**src/rtl/chino_dmem_arbiter.sv**
```systemverilog
// rtl/chino_dmem_arbiter.sv - two-master round-robin arbiter in front of the data RAM
module chino_dmem_arbiter #(
  parameter int unsigned WAIT_CYCLES = 1
) (
  input  logic        clk,
  input  logic        rst,
  // master 0: CPU load/store
  input  logic        m0_req,
  input  logic        m0_we,
  input  logic [31:0] m0_addr,
  input  logic [3:0]  m0_sel,
  input  logic [31:0] m0_wdata,
  output logic [31:0] m0_rdata,
  output logic        m0_ack,
  output logic        m0_stall_o,
  // master 1: DMA/debug
  input  logic        m1_req,
  input  logic        m1_we,
  input  logic [31:0] m1_addr,
  input  logic [3:0]  m1_sel,
  input  logic [31:0] m1_wdata,
  output logic [31:0] m1_rdata,
  output logic        m1_ack,
  // data RAM
  output logic        ram_ce_o,
  output logic        ram_we_o,
  output logic [31:0] ram_addr_o,
  output logic [3:0]  ram_sel_o,
  output logic [31:0] ram_data_o,
  input  logic [31:0] ram_data_i
);

  typedef enum logic [1:0] {IDLE, ACCESS, RESP} state_t;

  localparam logic [3:0] CNT_LOAD = 4'(WAIT_CYCLES - 1);

  state_t      state_q, state_d;
  logic        gnt_q, gnt_d;       // master owning the access in flight
  logic        last_q, last_d;     // master granted most recently
  logic [3:0]  cnt_q, cnt_d;
  logic        we_q, we_d;
  logic [31:0] addr_q, addr_d;
  logic [3:0]  sel_q, sel_d;
  logic [31:0] wdata_q, wdata_d;
  logic [31:0] rdata0_q, rdata0_d;
  logic [31:0] rdata1_q, rdata1_d;

  logic req0_elig, req1_elig, pick, in_access;

  // The master being acknowledged may not win the very next grant.
  assign req0_elig = m0_req && !(state_q == RESP && !gnt_q);
  assign req1_elig = m1_req && !(state_q == RESP && gnt_q);
  assign pick      = (req0_elig && req1_elig) ? ~last_q : req1_elig;
  assign in_access = (state_q == ACCESS);

  // Next-state: arbitration, request latching, wait counting, read capture.
  always_comb begin
    state_d  = state_q;
    gnt_d    = gnt_q;
    last_d   = last_q;
    cnt_d    = cnt_q;
    we_d     = we_q;
    addr_d   = addr_q;
    sel_d    = sel_q;
    wdata_d  = wdata_q;
    rdata0_d = rdata0_q;
    rdata1_d = rdata1_q;
    unique case (state_q)
      ACCESS: begin
        if (cnt_q == 4'd0) begin
          state_d = RESP;
          if (!we_q) begin
            if (gnt_q) rdata1_d = ram_data_i;
            else       rdata0_d = ram_data_i;
          end
        end else begin
          cnt_d = cnt_q - 4'd1;
        end
      end
      default: begin
        if (req0_elig || req1_elig) begin
          state_d = ACCESS;
          gnt_d   = pick;
          last_d  = pick;
          cnt_d   = CNT_LOAD;
          we_d    = pick ? m1_we    : m0_we;
          addr_d  = pick ? m1_addr  : m0_addr;
          sel_d   = pick ? m1_sel   : m0_sel;
          wdata_d = pick ? m1_wdata : m0_wdata;
        end else begin
          state_d = IDLE;
        end
      end
    endcase
  end

  // State register; reset aborts any access and favours master 0 on the first tie.
  always_ff @(posedge clk or negedge rst) begin
    if (!rst) begin
      state_q  <= IDLE;
      gnt_q    <= 1'b0;
      last_q   <= 1'b1;
      cnt_q    <= 4'd0;
      we_q     <= 1'b0;
      addr_q   <= '0;
      sel_q    <= '0;
      wdata_q  <= '0;
      rdata0_q <= '0;
      rdata1_q <= '0;
    end else begin
      state_q  <= state_d;
      gnt_q    <= gnt_d;
      last_q   <= last_d;
      cnt_q    <= cnt_d;
      we_q     <= we_d;
      addr_q   <= addr_d;
      sel_q    <= sel_d;
      wdata_q  <= wdata_d;
      rdata0_q <= rdata0_d;
      rdata1_q <= rdata1_d;
    end
  end

  assign ram_ce_o   = in_access;
  assign ram_we_o   = in_access & we_q;
  assign ram_addr_o = in_access ? addr_q  : '0;
  assign ram_sel_o  = in_access ? sel_q   : '0;
  assign ram_data_o = in_access ? wdata_q : '0;

  assign m0_ack     = (state_q == RESP) && !gnt_q;
  assign m1_ack     = (state_q == RESP) && gnt_q;
  assign m0_rdata   = rdata0_q;
  assign m1_rdata   = rdata1_q;
  assign m0_stall_o = m0_req & ~m0_ack;

endmodule
```
**config.mk**
```make
export PLATFORM = sky130hd
export DESIGN_NAME = chino_dmem_arbiter
export DESIGN_NICKNAME = d
export VERILOG_FILES = /design/src/rtl/chino_dmem_arbiter.sv
export SDC_FILE = /design/constraint.sdc
export NUM_CORES = 1
export LEC_CHECK = 0
export BUFFER_PORTS_ARGS = -buffer_cell sky130_fd_sc_hd__buf_2
export CELL_PAD_IN_SITES_DETAIL_PLACEMENT = 0
export CELL_PAD_IN_SITES_GLOBAL_PLACEMENT = 2
export CORE_MARGIN = 2
export CORE_UTILIZATION = 25
export DETAILED_ROUTE_END_ITERATION = 12
export PLACE_DENSITY_LB_ADDON = 0.1
export SYNTH_ARGS = -nofsm -noshare
export SYNTH_HDL_FRONTEND = slang
export SYNTH_SLANG_ARGS = --single-unit
```
**constraint.sdc**
```tcl
create_clock -name clk -period 1.9 [get_ports clk]
set_clock_uncertainty 0.15 [all_clocks]
set_input_delay 0.19 -clock clk [delete_from_list [all_inputs] [get_ports clk]]
set_output_delay 0.19 -clock clk [all_outputs]
set_load 0.03 [all_outputs]
```
Yosys cells after proc, flatten, opt, wreduce, memory -nomap -nowiden
Index checks and enable logic that the tools add are counted.
{"block": "op_classes", "addsub": 1, "eq_ne": 4, "mux": 14, "bitwise": 7, "reduce_logical": 15}
{"operator": "2-to-1 mux 32 bit", "n": 4}
{"operator": "2-to-1 mux 4 bit", "n": 5}
{"operator": "AND reduction 4 bit", "n": 2}
{"operator": "logical AND 1 bit", "n": 5}
{"operator": "inverter 1 bit", "n": 5}
{"operator": "logical NOT 4 bit", "n": 1}
{"operator": "2-to-1 mux 2 bit", "n": 2}
{"operator": "AND reduction 2 bit", "n": 2}
{"operator": "subtractor 4 x 1 -> 4 bit, second input constant", "n": 1}
{"operator": "logical NOT 1 bit", "n": 3}
{"operator": "2-to-1 mux 1 bit", "n": 3}
{"operator": "AND 1 bit", "n": 2}
{"operator": "== test 2 x 1 -> 1 bit, second input constant", "n": 1}
{"operator": "== test 2 bit, second input constant", "n": 1}
{"operator": "inequality test 2 x 1 -> 1 bit, second input constant", "n": 1}
{"operator": "inequality test 2 bit, second input constant", "n": 1}
{"operator": "nonzero test 2 bit", "n": 1}
{"operator": "logical OR 1 bit", "n": 1}
{"block": "word_totals", "reg_bits": 141, "input_bits": 174, "out_inout_bits": 137, "wordCells": 51}

Depth between registers and ports, before layout
Gate-level depths: netlist of the first run.
{"block": "depth", "word_depth": 7, "ltp_mapped": 7, "mapped_depth_nobuf": 6}

Least setup slack after synthesis of the first run
No wires, ideal clock.
{"block": "synth_timing", "path_kind": "flip-flop to flip-flop", "from": "reg cnt_q[0]", "to": "reg rdata0_q[10] (netlist: m0_rdata[10])", "setup_ps": 125, "t_arrival_ps": 1811, "required_ps": 1625, "path_slack_ps": -186, "stages_incl_launch_ff": 7, "n_path_buf": 1, "synth_period_minus_slack_ps": 2086, "cell_sequence": "dfrtp_1 -> inv_1 -> ha_1 -> or3b_4 -> nor4_4 -> buf_2 -> mux2_2"}
{"block": "synth_between", "elab_chain_len": 2}
{"element": "from (decl)", "line": "40", "rtl": "logic [3:0] cnt_q, cnt_d;"}
{"element": "from (signal assigned)", "line": "114", "rtl": "cnt_q <= cnt_d;"}
{"element": "logical NOT 4 bit", "line": "70", "rtl": "if (cnt_q == 4'd0) begin"}
{"element": "AND reduction 4 bit (no line)"}
{"element": "to (signal assigned)", "line": "119", "rtl": "rdata0_q <= rdata0_d;"}
{"element": "to (decl)", "line": "45", "rtl": "logic [31:0] rdata0_q, rdata0_d;"}
No other way between the ends.
A chain may end at the register's enable or synchronous reset.

Worst setup path after layout of the first run
{"block": "layout_timing", "from": "reg cnt_q[0]", "to": "reg rdata0_q[24] (netlist: m0_rdata[24])"}
Same word-level chain as after synthesis.

==> results of run 1 <==
-- cell usage in the layout (no fill, tap or decap), types with 5 or more instances in the layout --
cell type,Yosys,final
buf_12,0,24
mux2i_4,0,28
mux2i_1,71,36
a21oi_2,0,29
buf_6,0,81
clkbuf_16,0,34
dlygate4sd3_1,0,171
and2_4,0,69
nor2_2,1,11
buf_8,0,8
mux2i_2,0,7
nor2_1,72,60
buf_2,23,237
buf_16,0,12
buf_4,3,17
mux2_2,62,62
inv_6,0,6
dfrtp_1,140,139
a21oi_1,69,40
nand2_1,5,5
-- critical path, delay by kind of cell, from the launching register on --
family | cells | cell delay, ns
buffers and inverters | 2 | 0.32
multiplexers | 1 | 0.37
AND/OR/NAND/NOR | 2 | 0.61
adder cells (fa/ha/maj) | 1 | 0.13
flip-flops | 1 | 0.39
-- layout make-up --
type                       count  area (um2)
timing repair buffer         567        5290
multi-input combinational    373        3420
inverter                       4        22.5
fill                        2101       11900
antenna                        1        2.50
sequential                   141        3530
tap                          330         413
clock buffer                  18         429
clock inverter                14         153
-- sequential cells by signal (all words and copies together) (netlist names), 2 cells and up --
| name | flops |
|---|---|
| sel_q | 4 |
| addr_q | 32 |
| wdata_q | 32 |
| state_q | 2 |
| m1_rdata | 32 |
| m0_rdata | 32 |
| cnt_q | 4 |
-- kinds of logic (layout without fill, tap and decap cells) --
logic type	after synthesis	in the layout
and+or+nand+nor	159	159
DFF	141	141
muxes	135	135
AOI/OAI and AO/OA	75	75
buffers and inverters	41	603
adders and majority gates	2	2
xor gates and xnor gates	2	2
other	0	1
-- power by group --
| part | internal [uW] | switching, uW | leakage (uW) | total (uW) |
|---|---|---|---|---|
| registers | 4540 | 831 | 0.00162 | 5370 |
| clock network | 1860 | 1440 | 0.000276 | 3300 |
| logic | 8650 | 8740 | 0.00423 | 17400 |
-- per-layer routing --
metal / vias up / routed length [um]
met4: 0 / 626
met2: 215 / 13800
met5: - / 0
li1: 3010 / -
met1: 3154 / 10800
met3: 36 / 1420
-- metrics by stage --
step / worst slack (ns) / TNS [ns] / hold slack [ns]
CTS: -0.206 / -20.04 / -0.126
global route: -0.278 / -29.93 / 0.0552
floorplan: -0.154 / -8.06 / -0.256
detailed placement: -0.208 / -10.59 / -0.0963
finish: -0.203 / -16.29 / 0.0475
global placement: -0.183 / -8.42 / -0.0941
-- path summary, 6_finish.rpt --
path	slack (ns)	from	endpoint
max in group asynchronous	0.91	rst	m1_rdata[25]
max	-0.20	cnt_q[0]	m0_rdata[24]
min	0.05	rst	wdata_q[22]
min reg2reg	0.31	last_q	last_q
max reg2reg	-0.20	cnt_q[0]	m0_rdata[24]
min in group clk	0.31	last_q	last_q
-- timing repair --
item,4_1_cts,5_1_grt
buffers inserted,19,14
gates resized for setup,252,151
pin swaps,58,47
hold buffers,168,3
setup endpoints to repair,140,207
hold endpoints to repair,272,3
cloned,12,24
==> out/results.tsv, run 1 <==
metric	value	unit
yosys_warnings	0	
cts_inserted_buffers	17	
period_share	111	%
crit_chain	inv_2 > ha_1 > or3b_4 > nor4_4 > buf_12 > mux2_2	
dp_cells	1183	
synth_compound_area_share	6.07	%
wl_per_cell	18.4	um
synth_flop_cell	dfrtp_1	
syn-num-nets	731	
cts_tree	yes	
ys_seq_elements	141	
cp-end-kind	register	
critPathArrivalTime	2.25	ns
yosysMostFrequentCell	dfrtp_1	
fmaxAchievable	475	MHz
drv_cap	0	
postRouteAntennaNets	0	
final_area	13300	um2
ys_seq_area_share	55.1	%
die_h	164	um
die-area	26900	um2
final_nets	1280	
rsz0062_at_grt	yes	
use_met1	19.0	%
grt-ovfl-total	0	
grt_usage	16.4	%
synth_top_area_share	54.7	%
synth_top_family_by_area	multiplexers	
drtIter0Drc	227	
dr.pass1.iters	5	
antenna_found_initial	1	
max-vdd-ir-drop	1.20	mV
cpPeakStageDelay	0.41	ns
grt_max_degree	95	
synth_edf_count	0	
cts_htree_levels	4	
busiest_layer	met2	
yosys.area_share.simple	12.8	%
ios	311	
synth_xor_area_share	0.273	%
worst_pin_slew	0.375	ns
placed_cell_area	8510	um2
core	25200	um2
synth_area_leaders	dfrtp_1 (55%), mux2i_1 (11%), mux2_2 (11%), and2_1 (6.7%), a21oi_1 (5.4%)	
synthArstFlopShare	100	%
relSlewSlack	75.0	%
path_class	register to register	
vias	6415	
power.density	1960	nW/um2
setup_viol	160	
hold_violations	0	
hp-class	input pin to async pin	
synthTopCellsByCount	dfrtp_1 (140), nor2_1 (72), mux2i_1 (71), a21oi_1 (69), and2_1 (69)	
synth_cell_types	27	
syn_inst	555	
cts_num_sinks	141	
grt_pass1_wl	33.7	mm
required	2.05	ns
critPathLaunchType	register	
synthAdderAreaFrac	0.391	%
drt_wl_total	26.6	mm
start_util	25.4	%
drc	0	
leakagePower	0.00612	uW
viasPerCell	4.43	
grt_util_met3	4.09	%
port-buffer-count	310	
synth_mux_area_share	22.3	%
final_cells	1448	
violations	setup timing	
drive_gt1_share	58.0	%
met2_usage	28.8	%
avgSynthCellArea	11.5	um2
fin_crit	2.10	ns
cp_max_fo	32	
fin_ws	-0.203	ns
hpwl	13.5	mm
fin_total_pwr	26100	uW
root_buffer	clkbuf_16	
utilization	52.7	%
path_clk_slew	0.06	ns
worst_path_max_delay_cell	or3b_4	
synthesis.area	6410	um2
grt_pass1_vias	6469	
clock_latency	0.41	ns
yosysTopAreaCell	dfrtp_1	
area_delta_synth_final	107	%
cts_buffer_depth	2	
drv_slew	0	
run_status	finished, violations left	
place_congestion	0.743	
r2r_cells	6	
die_w	164	um
rows	58	
Power figures use the tool's default switching activity.
==> inputs of run 2 (changes only) <==
--- a/config.mk
+++ b/config.mk
@@ -9,7 +9,8 @@
 export CELL_PAD_IN_SITES_DETAIL_PLACEMENT = 0
 export CELL_PAD_IN_SITES_GLOBAL_PLACEMENT = 2
 export CORE_MARGIN = 2
-export CORE_UTILIZATION = 25
+export CORE_UTILIZATION = 26
+export CTS_BUF_LIST = sky130_fd_sc_hd__clkbuf_8
 export DETAILED_ROUTE_END_ITERATION = 12
 export PLACE_DENSITY_LB_ADDON = 0.1
 export SYNTH_ARGS = -nofsm -noshare
==> constraint.sdc (replaced) <==
create_clock -name clk -period 1.87 [get_ports clk]
set_clock_uncertainty 0.15 [all_clocks]
set_input_delay 0.187 -clock clk [delete_from_list [all_inputs] [get_ports clk]]
set_output_delay 0.187 -clock clk [all_outputs]
set_load 0.03 [all_outputs]
==> run 2 against run 1 <==
Effect of this change: via count down 1.6%; first-iteration DRC count up 2.2%; die area down 3.7%; the flow still finishes with violations (setup timing); utilization up 1.1 points; combinational power about the same; worst hold slack better by 0.097 ns; flip-flop and latch count unchanged; maximum frequency up 0.34%; routed wire length down 5.4%; sequential power up 2%; non-clock buffer count up 5.
==> out/results.tsv, run 2 (synthesized netlist as in run 1, its figures left out) <==
metric	value	unit	change
run_status	finished, violations left		
violations	setup timing		
placed_cell_area	8620	um2	+1.3%
cts_tree	yes		
leakagePower	0.00601	uW	-1.9%
wl_per_cell	17.4	um	-5.3%
relSlewSlack	69.3	%	-5.7 points
critPathArrivalTime	2.28	ns	+0.03 ns
final_area	13000	um2	-1.6%
drive_gt1_share	58.9	%	+0.90 points
hold_violations	0		unchanged
worst_pin_slew	0.458	ns	+0.0838 ns
port-buffer-count	310		unchanged
cts_num_sinks	141		unchanged
cts_inserted_buffers	17		unchanged
path_clk_slew	0.09	ns	+0.03 ns
setup_viol	206		+29%
root_buffer	clkbuf_8		
place_congestion	0.789		+6.3%
r2r_end	m1_rdata[30]		
drv_cap	0		unchanged
antenna_cells	0		-1
cp-end-kind	register		
rsz0062_at_grt	yes		
combPwrFrac	68.7	%	+2.0 points
final_nets	1285		+0.39%
ios	311		unchanged
clkPwrFrac	9.5	%	-3.2 points
fmaxAchievable	477	MHz	+0.34%
grt_usage	18.1	%	+1.7 points
die_h	161	um	-1.9%
drc	0		unchanged
grt_max_degree	55		-42%
power.internal	14200	uW	-5.9%
seqPwrFrac	21.8	%	+1.2 points
required	2.06	ns	about the same
vias	6311		-1.6%
grt-ovfl-total	0		unchanged
drtIter0Drc	232		+2.2%
cp_max_fo	8		-75%
netSwitchingFraction	43.6	%	+1.3 points
r2r-start	cnt_q[0]		
dr.pass1.iters	4		-1
max-vdd-ir-drop	0.883	mV	-27%
drt_wl_total	25.2	mm	-5.4%
hold_slack	0.145	ns	+0.0974 ns
postRouteAntennaNets	0		unchanged
drv_slew	0		unchanged
rows	57		-1.7%
r2r_cells	8		+2
p_switching	10900	uW	-0.59%
clock_latency	0.44	ns	+0.03 ns
hpwl	14.1	mm	+4.8%
cts_htree_levels	4		unchanged
critPathLaunchType	register		
viasPerCell	4.36		-1.5%
die-area	25900	um2	-3.7%
path_class	register to register		
start_util	26.4	%	+0.98 points
die_w	161	um	-1.9%
cts_buffer_depth	2		unchanged
fin_crit	2.10	ns	-0.00716 ns
power.density	1920	nW/um2	-2.0%
antenna_found_initial	0		-1
grt_pass1_vias	6800		+5.1%
utilization	53.8	%	+1.1 points
r2r_slack	-0.23	ns	-0.02 ns
core	24200	um2	-3.7%
area_delta_synth_final	104	%	
final_cell_mix	buf_2 (237), dlygate4sd3_1 (172), dfrtp_1 (139)		
final_common_cell	buf_2		
fin_ws	-0.226	ns	-0.0228 ns
hp-class	input pin to async pin		
fin_total_pwr	25100	uW	-3.6%
period_share	112	%	+1.4 points
grt_pass1_wl	36.5	mm	+8.2%
[run 2: worst max-delay path, stage by stage, from the launching register on]
cell,delay (ns)
dfrtp_1,0.40
inv_2,0.06
ha_1,0.12
or3b_4,0.41
nor2_4,0.12
nand3b_1,0.13
buf_6,0.17
buf_16,0.15
mux2_2,0.27
[run 2: per-stage QoR]
step | setup TNS (ns) | instances | setup slack (ns)
floorplan | -9.86 | 555 | -0.184
global placement | -10.20 | 1183 | -0.196
detailed placement | -12.82 | 1183 | -0.224
CTS | -34.28 | 1419 | -0.235
global route | -44.43 | 1446 | -0.304
finish | -28.96 | 1446 | -0.226
[run 2: worst max-delay path by stage]
stage | startpoint | end | slack [ns] | cells past startpoint
5_1_grt | cnt_q[0] | m0_rdata[27] | -0.30 | 6
2_1_floorplan | cnt_q[0] | m0_rdata[10] | -0.18 | 6
3_3_place_gp | cnt_q[0] | m0_rdata[19] | -0.20 | 6
6_report | cnt_q[0] | m1_rdata[30] | -0.23 | 8
4_1_cts | state_q[1] | ram_data_o[0] | -0.23 | 7
3_5_place_dp | cnt_q[0] | m0_rdata[9] | -0.22 | 6
[run 2: cell type report]
cell class	instances	area (um2)
Clock buffer	17	234
Clock inverter	15	148
Fill cell	2105	11200
Inverter	4	20.0
Multi-Input combinational cell	373	3470
Sequential cell	141	3530
Tap cell	324	405
Timing Repair Buffer	572	5240
[run 2: what timing repair did]
item                                   4_1_cts  5_1_grt
hold buffers                               172        0
cloned                                      14       14
endpoints found under the hold margin      274        0
gates resized for setup                    220      197
setup endpoints to repair                  182      208
setup buffers                               18       19
pin swaps                                    7      104
[run 2: power by group through the flow]
stage / registers [uW] / clock network, uW / logic [uW]
floorplan: 6670 / 0 / 5990
global placement: 5330 / 0 / 10900
detailed placement: 5390 / 0 / 11000
CTS: 5370 / 2500 / 14600
global route: 5680 / 2630 / 18200
finish: 5480 / 2380 / 17300
[run 2: per-layer routing]
layer / up-vias / routed length, um / global-route usage, %
li1: 3009 / - / -
met1: 3078 / 10100 / 21.5
met2: 193 / 13400 / 32.2
met3: 31 / 1250 / 4.31
met4: 0 / 495 / 6.05
met5: - / 0 / 0
